[src/rtl/pipe_ctrl_pkg.sv]
// Shared types and constants for the pipeline hazard/stall control slice.
package pipe_ctrl_pkg;

    localparam int unsigned REG_ADDR_W        = 5;
    localparam logic [REG_ADDR_W-1:0] ZERO_REG = '0;
    localparam int unsigned SRAM_WAIT_DEFAULT = 6;

    typedef enum logic [1:0] {
        StIdle = 2'd0,
        StWait = 2'd1,
        StDone = 2'd2
    } wait_state_e;

endpackage

[src/rtl/hazard_stall_unit_if.sv]
// ID-stage control bundle: hazard sources in, stall/flush controls out.
interface hazard_stall_unit_if;
    import pipe_ctrl_pkg::*;

    logic [REG_ADDR_W-1:0] src1;
    logic [REG_ADDR_W-1:0] src2;
    logic                  two_src;
    logic                  forward_en;
    logic [REG_ADDR_W-1:0] EXE_dest;
    logic                  EXE_WB_En;
    logic                  EXE_MEM_R_En;
    logic [REG_ADDR_W-1:0] MEM_dest;
    logic                  MEM_WB_En;
    logic                  mem_req;
    logic                  sram_ready;
    logic                  branch_taken;
    logic                  stall;
    logic                  superStall;
    logic                  flush;
    logic                  wait_busy;

    // Pipeline side.
    modport master (
        output src1, src2, two_src, forward_en, EXE_dest, EXE_WB_En, EXE_MEM_R_En,
        output MEM_dest, MEM_WB_En, mem_req, sram_ready, branch_taken,
        input  stall, superStall, flush, wait_busy
    );

    // Hazard/stall unit side.
    modport slave (
        input  src1, src2, two_src, forward_en, EXE_dest, EXE_WB_En, EXE_MEM_R_En,
        input  MEM_dest, MEM_WB_En, mem_req, sram_ready, branch_taken,
        output stall, superStall, flush, wait_busy
    );

endinterface

[src/rtl/sram_wait_fsm.sv]
// Freezes the pipeline for each SRAM access in MEM. Define SRAM_READY_HS_EN to end
// the freeze on sram_ready instead of after SRAM_WAIT cycles.
module sram_wait_fsm
    import pipe_ctrl_pkg::*;
#(
    parameter int unsigned SRAM_WAIT = SRAM_WAIT_DEFAULT,
    parameter int unsigned CNT_W     = 4
) (
    input  logic clk,
    input  logic rst,
    input  logic mem_req,
    input  logic sram_ready,
    output logic superStall,
    output logic wait_busy
);

    localparam logic [CNT_W-1:0] LastCnt = CNT_W'(SRAM_WAIT - 1);

    wait_state_e      state_q, state_d;
    logic [CNT_W-1:0] cnt_q, cnt_d;
    logic             freeze;

`ifndef SRAM_READY_HS_EN
    logic unused_sram_ready;
    assign unused_sram_ready = sram_ready;
`endif

    always_ff @(posedge clk or posedge rst) begin
        if (rst) begin
            state_q <= StIdle;
            cnt_q   <= '0;
        end else begin
            state_q <= state_d;
            cnt_q   <= cnt_d;
        end
    end

    always_comb begin
        state_d = state_q;
        cnt_d   = cnt_q;
        freeze  = 1'b0;
        unique case (state_q)
            StIdle: begin
                if (mem_req) begin
                    freeze = 1'b1;
                    cnt_d  = CNT_W'(1);
`ifdef SRAM_READY_HS_EN
                    state_d = StWait;
`else
                    state_d = (SRAM_WAIT == 1) ? StDone : StWait;
`endif
                end
            end
            StWait: begin
                freeze = 1'b1;
`ifdef SRAM_READY_HS_EN
                // Counter is informational only here; hold it at all-ones.
                cnt_d = (cnt_q == '1) ? cnt_q : cnt_q + CNT_W'(1);
                if (sram_ready) state_d = StDone;
`else
                cnt_d = cnt_q + CNT_W'(1);
                if (cnt_q == LastCnt) state_d = StDone;
`endif
            end
            StDone: begin
                // mem_req is not sampled here; the next access re-enters via idle.
                state_d = StIdle;
                cnt_d   = '0;
            end
            default: begin
                state_d = StIdle;
                cnt_d   = '0;
            end
        endcase
    end

    assign superStall = freeze & ~rst;
    assign wait_busy  = (state_q == StWait) & ~rst;

endmodule

[src/rtl/hazard_stall_unit.sv]
// ID-stage hazard detection plus SRAM freeze control for the ID/EX register.
// Optional macro SRAM_READY_HS_EN selects handshake-terminated SRAM waits.
module hazard_stall_unit
    import pipe_ctrl_pkg::*;
#(
    parameter int unsigned SRAM_WAIT = SRAM_WAIT_DEFAULT,
    parameter int unsigned CNT_W     = 4
) (
    input logic                clk,
    input logic                rst,
    hazard_stall_unit_if.slave bus
);

    logic super_stall;
    logic wait_busy;
    logic match_e;
    logic match_m;
    logic hazard;

    sram_wait_fsm #(
        .SRAM_WAIT (SRAM_WAIT),
        .CNT_W     (CNT_W)
    ) u_sram_wait_fsm (
        .clk        (clk),
        .rst        (rst),
        .mem_req    (bus.mem_req),
        .sram_ready (bus.sram_ready),
        .superStall (super_stall),
        .wait_busy  (wait_busy)
    );

    always_comb begin
        match_e = (bus.EXE_dest != ZERO_REG) &&
                  ((bus.EXE_dest == bus.src1) || (bus.two_src && (bus.EXE_dest == bus.src2)));
        match_m = (bus.MEM_dest != ZERO_REG) &&
                  ((bus.MEM_dest == bus.src1) || (bus.two_src && (bus.MEM_dest == bus.src2)));
        // With forwarding only a load result is too late to bypass.
        if (bus.forward_en) hazard = match_e && bus.EXE_MEM_R_En;
        else                hazard = (match_e && bus.EXE_WB_En) || (match_m && bus.MEM_WB_En);
    end

    // A freeze holds the branch in EXE; it flushes on the first advance cycle.
    assign bus.flush      = bus.branch_taken & ~super_stall & ~rst;
    assign bus.stall      = hazard & ~bus.branch_taken & ~super_stall & ~rst;
    assign bus.superStall = super_stall;
    assign bus.wait_busy  = wait_busy;

endmodule

[src/flat_wrapper.sv]
// flat-port wrapper written by rule: the top's interface ports become plain ports
module hazard_stall_unit_flat import pipe_ctrl_pkg::*;
#(
    parameter int unsigned SRAM_WAIT = SRAM_WAIT_DEFAULT,
    parameter int unsigned CNT_W     = 4
)
  (clk, rst, bus_src1, bus_src2, bus_two_src, bus_forward_en, bus_EXE_dest, bus_EXE_WB_En, bus_EXE_MEM_R_En, bus_MEM_dest, bus_MEM_WB_En, bus_mem_req, bus_sram_ready, bus_branch_taken, bus_stall, bus_superStall, bus_flush, bus_wait_busy);
  hazard_stall_unit_if bus_i ();
  input logic clk;
  input logic rst;
  input wire logic [$bits(bus_i.src1)-1:0] bus_src1;
  input wire logic [$bits(bus_i.src2)-1:0] bus_src2;
  input wire logic [$bits(bus_i.two_src)-1:0] bus_two_src;
  input wire logic [$bits(bus_i.forward_en)-1:0] bus_forward_en;
  input wire logic [$bits(bus_i.EXE_dest)-1:0] bus_EXE_dest;
  input wire logic [$bits(bus_i.EXE_WB_En)-1:0] bus_EXE_WB_En;
  input wire logic [$bits(bus_i.EXE_MEM_R_En)-1:0] bus_EXE_MEM_R_En;
  input wire logic [$bits(bus_i.MEM_dest)-1:0] bus_MEM_dest;
  input wire logic [$bits(bus_i.MEM_WB_En)-1:0] bus_MEM_WB_En;
  input wire logic [$bits(bus_i.mem_req)-1:0] bus_mem_req;
  input wire logic [$bits(bus_i.sram_ready)-1:0] bus_sram_ready;
  input wire logic [$bits(bus_i.branch_taken)-1:0] bus_branch_taken;
  output wire logic [$bits(bus_i.stall)-1:0] bus_stall;
  output wire logic [$bits(bus_i.superStall)-1:0] bus_superStall;
  output wire logic [$bits(bus_i.flush)-1:0] bus_flush;
  output wire logic [$bits(bus_i.wait_busy)-1:0] bus_wait_busy;
  assign bus_i.src1 = bus_src1;
  assign bus_i.src2 = bus_src2;
  assign bus_i.two_src = bus_two_src;
  assign bus_i.forward_en = bus_forward_en;
  assign bus_i.EXE_dest = bus_EXE_dest;
  assign bus_i.EXE_WB_En = bus_EXE_WB_En;
  assign bus_i.EXE_MEM_R_En = bus_EXE_MEM_R_En;
  assign bus_i.MEM_dest = bus_MEM_dest;
  assign bus_i.MEM_WB_En = bus_MEM_WB_En;
  assign bus_i.mem_req = bus_mem_req;
  assign bus_i.sram_ready = bus_sram_ready;
  assign bus_i.branch_taken = bus_branch_taken;
  assign bus_stall = bus_i.stall;
  assign bus_superStall = bus_i.superStall;
  assign bus_flush = bus_i.flush;
  assign bus_wait_busy = bus_i.wait_busy;
  hazard_stall_unit #(.SRAM_WAIT(SRAM_WAIT), .CNT_W(CNT_W)) u_core (.clk(clk), .rst(rst), .bus(bus_i));
endmodule
[config.mk]
export PLATFORM = sky130hd
export DESIGN_NAME = hazard_stall_unit_flat
export DESIGN_NICKNAME = d
export VERILOG_FILES = /design/src/rtl/pipe_ctrl_pkg.sv /design/src/rtl/hazard_stall_unit_if.sv /design/src/rtl/sram_wait_fsm.sv /design/src/rtl/hazard_stall_unit.sv /design/src/flat_wrapper.sv
export SDC_FILE = /design/constraint.sdc
export NUM_CORES = 1
export LEC_CHECK = 0
export ABC_AREA = 0
export BUFFER_PORTS_ARGS = -buffer_cell sky130_fd_sc_hd__buf_2
export CORE_MARGIN = 2
export CORE_UTILIZATION = 46
export DETAILED_ROUTE_END_ITERATION = 8
export PLACE_DENSITY = 0.87
export SLEW_MARGIN = 40
export SYNTH_ARGS = -nofsm -noshare
export SYNTH_HDL_FRONTEND = slang
export SYNTH_HIERARCHICAL = 1
export SYNTH_SLANG_ARGS = --single-unit
[constraint.sdc]
create_clock -name clk -period 3.9 [get_ports clk]
set_input_delay 0.585 -clock clk [delete_from_list [all_inputs] [get_ports clk]]
set_output_delay 0.585 -clock clk [all_outputs]
set_load 0.01 [all_outputs]
# After elaboration in Yosys (flattened, before gate mapping)

Cells that the tools add are included.

Bits in registers: 6
Bits of input ports: 30
Output and inout bits: 4
Word-level logic and storage cells: 43

Add/sub/neg operators: 1
Eq/ne operators: 8
Mux-type cells: 8
Bitwise gates (word level): 10
Reduce and logical (&&, ||, !) cells: 14

Operator list:

| kind                                           | count |
|---|---|
| == test 5 bit                                  | 4 |
| nonzero test 5 bit                             | 2 |
| case mux 4 bit (2 select lines)                | 1 |
| bitwise AND 1 bit                              | 7 |
| logical AND 1 bit                              | 7 |
| adder 4 x 1 -> 4 bit (second input constant)   | 1 |
| == test 4 x 3 -> 1 bit (second input constant) | 1 |
| two-way mux 2 bit                              | 2 |
| two-way mux 4 bit                              | 1 |
| != test 2 bit (second input constant)          | 2 |
| case mux 2 bit (2 select lines)                | 1 |
| logical OR 1 bit                               | 3 |
| NOT 1 bit                                      | 3 |
| == test 2 x 1 -> 1 bit (second input constant) | 1 |
| zero test 2 bit                                | 1 |
| two-way mux 1 bit                              | 2 |
| case mux 1 bit (2 select lines)                | 1 |
| AND reduction 2 bit                            | 1 |

# Logic depth before layout (Yosys ltp)

Word-level depth: 10
Gate-level depth with buffers: 6
Depth with buffers taken out: 5

# Modules after synthesis

Netlist, hierarchy kept.

By module, submodules not included:

| module            | times used | cells an instance | area each (µm²) | seq. area each (µm²) |
|---|---|---|---|---|
| sram_wait_fsm     | 1          | 33                | 332.8           | 150.1 |
| hazard_stall_unit | 1          | 38                | 291.5           | 0.0 |

# Least setup slack after synthesis

Ideal clock, no wire load.

Path kind: input to output
Start point: in bus_mem_req
End point: out bus_stall
Arrival time: 1,403 ps
Required time: 3,315 ps
Setup slack: 1,912 ps
Cell stages on the path: 5
Buffers on the path: 0
Cells stage by stage: nor2_2 nor3_1 nor3_1 o211ai_1 o22ai_1

Word-level cells in the longest chain between the ends: 6

RTL lines:

| item                            | line                    | RTL |
|---|---|---|
| start, declared                 | flat_wrapper.sv:20      | `input wire logic [$bits(bus_i.mem_req)-1:0] bus_mem_req;` |
| two-way mux 1 bit               | sram_wait_fsm.sv:44     | `if (mem_req) begin` |
| case mux 1 bit (2 select lines) | sram_wait_fsm.sv:42     | `unique case (state_q)` |
| bitwise AND 1 bit               | sram_wait_fsm.sv:77     | `assign superStall = freeze & ~rst;` |
| via bus_superStall              | flat_wrapper.sv:24      | `output wire logic [$bits(bus_i.superStall)-1:0] bus_superStall;` |
| NOT 1 bit                       | hazard_stall_unit.sv:44 | `assign bus.stall = hazard & ~bus.branch_taken & ~super_stall & ~rst;` |
| bitwise AND 1 bit (2 in series) | hazard_stall_unit.sv:44 |  |
| end, declared                   | flat_wrapper.sv:23      | `output wire logic [$bits(bus_i.stall)-1:0] bus_stall;` |

The timed path passes the listed nets, and every way through them passes these cells.

# Final worst setup path

Start point: reg u_core.u_sram_wait_fsm.state_q[0]
End point: out bus_stall

Word-level cells in the longest chain between the ends: 6
Elaborated cells on any way between the ends: 7
Those cells by class: 1 x eq/ne; 1 x mux; 4 x bitwise; 1 x reduce/logical

RTL lines:

| item                                                      | line                    | RTL |
|---|---|---|
| start, declared                                           | sram_wait_fsm.sv:19     | `wait_state_e state_q, state_d;` |
| start signal, assigned                                    | sram_wait_fsm.sv:30     | `state_q <= StIdle;` |
| start signal, assigned                                    | sram_wait_fsm.sv:33     | `state_q <= state_d;` |
| == test 2 x 1 -> 1 bit or zero test 2 bit (tied branches) | sram_wait_fsm.sv:42     |  |
| case mux 1 bit (2 select lines) (*)                       | sram_wait_fsm.sv:42     |  |
| bitwise AND 1 bit (*)                                     | sram_wait_fsm.sv:77     |  |
| NOT 1 bit (*)                                             | hazard_stall_unit.sv:44 |  |
| bitwise AND 1 bit (*) (2 in series)                       | hazard_stall_unit.sv:44 |  |

Every way passes the cells marked *; elsewhere a longest branch is shown, timed or not.

==> impl_metrics.ini <==
[global_routing]
grt_pass1_wl_mm = 2.10
globalRouteOverflowTotal = 0
grtUsageMet1_pct = 24.1
grt_max_degree = 11
track_usage_pct = 20.2
busiest_layer = met2
antenna_found_initial = 0
gr-usage-met2_pct = 30.9
grt_pass1_vias = 533
use_met3_pct = 4.89

[timing]
slew_violations = 0
fin_skew_ps = 5.67
relSlewSlack_pct = 77.7
finalCritPeriodShare_pct = 59.4
hold_violations = 0
fin_crit_ps = 2320
tns_ps = 0
worstMarginPinSlew_ps = 332
fmax_mhz = 431
rsz0062_at_grt = no
setup_viol = 0

[yosys]
synth_area_sq_um = 624
synth_cells = 71
synth_nets = 103
synth.largest_area_cell = dfrtp_1
synth_ff_type = dfrtp_1
synth_area_leaders = dfrtp_1, xnor2_1, xor2_1, ha_1, nand3_1
synth_warnings = 6
seq_area_frac_synth_pct = 24.0
synth_top_area_share_pct = 24.0
synth_cell_types = 32
synthMostInstantiatedCell = xnor2_1
synth.avg_cell_area_sq_um = 8.79
synth_edf_count = 0
yosys-top-cells-count = xnor2_1, xor2_1, dfrtp_1
yosys_register_bits = 6
synthArstFlopShare_pct = 100

[clocking]
cts.repair.resized = 0
h-tree-depth = 1
cts_buffers = 3
path_clk_slew_ps = 50
clock_latency_ps = 260
post_cts_buffers = 0
cts_tree = yes
cts-root-buf = clkbuf_4
clock-sinks = 6
clockBufferDepth = 2
cts_hold_buf = 0

[job]
max_cap_violations = 0

[routing]
dr_total_vias = 619
wl_per_cell_um = 11.7
drt-initial-drc-count = 3
vias_per_cell = 5.20
first_pass_iters = 2
drc_errors = 0
ant_nets = 0
wl_mm = 1.39

[layout]
antenna_cells = 0
nNetsFinal = 138
final_layout_size_suffix_gt1_share_pct = 37.5
area_delta_synth_final_pct = 29.9
final.fill_count = 103

[floorplan]
initial_core_util_pct = 48.6
coreArea_sq_mm = 0.00128
num_rows = 13
die-height_um = 40.8
chipWidth_um = 40.8
ios = 34
fp.dieArea_sq_mm = 0.00167

[status]
status = completed

[critical_path]
path_max_fanout = 10
worstSetupPathType = reg2out
cp.required_ps = 3310
worstPathArrival_ps = 1730
end_kind = output port
start_kind = flop

[place]
io_buffers = 32
gp_congestion = 0.692
hpwl_mm = 1.22

[power_and_ir_drop]
powerDensity_mw_per_mm2 = 413
ir_worst_vdd_mv = 0.260
leakage_nw = 0.374
p_total_mw = 0.335

[hold_path]
min_path_type = in2async
==> where the power goes <==
part,switching [mW],internal [mW]
combinational,0.0701,0.0823
sequential,0.0344,0.0877
clock,0.0255,0.0350
==> cell families (layout without fill, tap and decap cells) <==
family	count (synthesis)	after routing	synth area share, %
DFF	6	6	24.0
adders and majority gates	2	2	4.01
xor gates and xnor gates	20	20	28.1
AOI/OAI and AO/OA	10	10	11.6
muxes	1	1	1.80
and+or+nand+nor	27	27	26.3
buffers and inverters	5	38	4.21
==> path summary, 6_finish.rpt <==
| check | startpoint | end | slack, ps | cells past startpoint |
|---|---|---|---|---|
| max | u_core/u_sram_wait_fsm/state_q[0]$_DFFE_PP0P_ | bus_stall | 1580 | 6 |
| min | rst | u_core/u_sram_wait_fsm/cnt_q[3]$_DFFE_PP0P_ | 280 | 2 |
| max reg2reg | u_core/u_sram_wait_fsm/cnt_q[0]$_DFFE_PP0P_ | u_core/u_sram_wait_fsm/cnt_q[1]$_DFFE_PP0P_ | 2760 | 4 |
| min reg2reg | u_core/u_sram_wait_fsm/cnt_q[0]$_DFFE_PP0P_ | u_core/u_sram_wait_fsm/cnt_q[0]$_DFFE_PP0P_ | 550 | 1 |
| max in group asynchronous | rst | u_core/u_sram_wait_fsm/cnt_q[0]$_DFFE_PP0P_ | 3420 | 2 |
| min in group clk | u_core/u_sram_wait_fsm/cnt_q[0]$_DFFE_PP0P_ | u_core/u_sram_wait_fsm/cnt_q[0]$_DFFE_PP0P_ | 550 | 1 |
==> cell usage in the layout, fill, tap and decap left out, types with 2 or more instances in the layout <==
cell,Yosys,routed
buf_2,0,32
xnor2_1,11,11
xor2_1,9,9
dfrtp_1,6,6
nor3_1,4,4
nand3_1,4,4
clkbuf_4,0,3
nor2_1,3,3
nand2_1,3,3
inv_1,3,3
nor3b_1,2,2
or4_1,2,2
nand2b_1,2,2
ha_1,2,2
==> final cells by class <==
| cell class | count | area (sq um) | area share (%) |
|---|---|---|---|
| multi-input cells | 60 | 448 | 55.2 |
| repair buffers | 32 | 160 | 19.8 |
| flip-flops and latches | 6 | 150 | 18.5 |
| clock buffers | 3 | 22.5 | 2.78 |
| well taps | 15 | 18.8 | 2.31 |
| inverters | 3 | 11.3 | 1.39 |
==> per-stage QoR <==
stage          setup WS [ps]  hold slack, ps  util [%]  std cells  instance area [sq um]
6_report                1580             275      63.1        119                    811
5_1_grt                 1460             297      63.1        119                    811
4_1_cts                 1560             283      63.1        119                    811
3_5_place_dp            1650             544      61.3        116                    788
3_3_place_gp            1650             534      61.3        116                    788
2_1_floorplan           1910             376         -         71                    624
==> per-layer routing <==
metal / vias to the layer above / part of all wire, %
li1: 320 / -
met1: 277 / 42
met2: 19 / 51
met3: 3 / 4.8
met4: 0 / 1.7
met5: - / 0
==> flip-flops by register name, indices dropped and copies added, names as in the netlist <==
name	count
u_core/u_sram_wait_fsm/state_q	2
u_core/u_sram_wait_fsm/cnt_q	4
==> critical path, stage by stage (launching register included) <==
cell	delay, ps
dfrtp_1	470
nor2_2	240
nor3_1	110
nor3_1	210
o211ai_1	120
o22ai_1	170
buf_2	150
(Power assumes the default switching activity.)
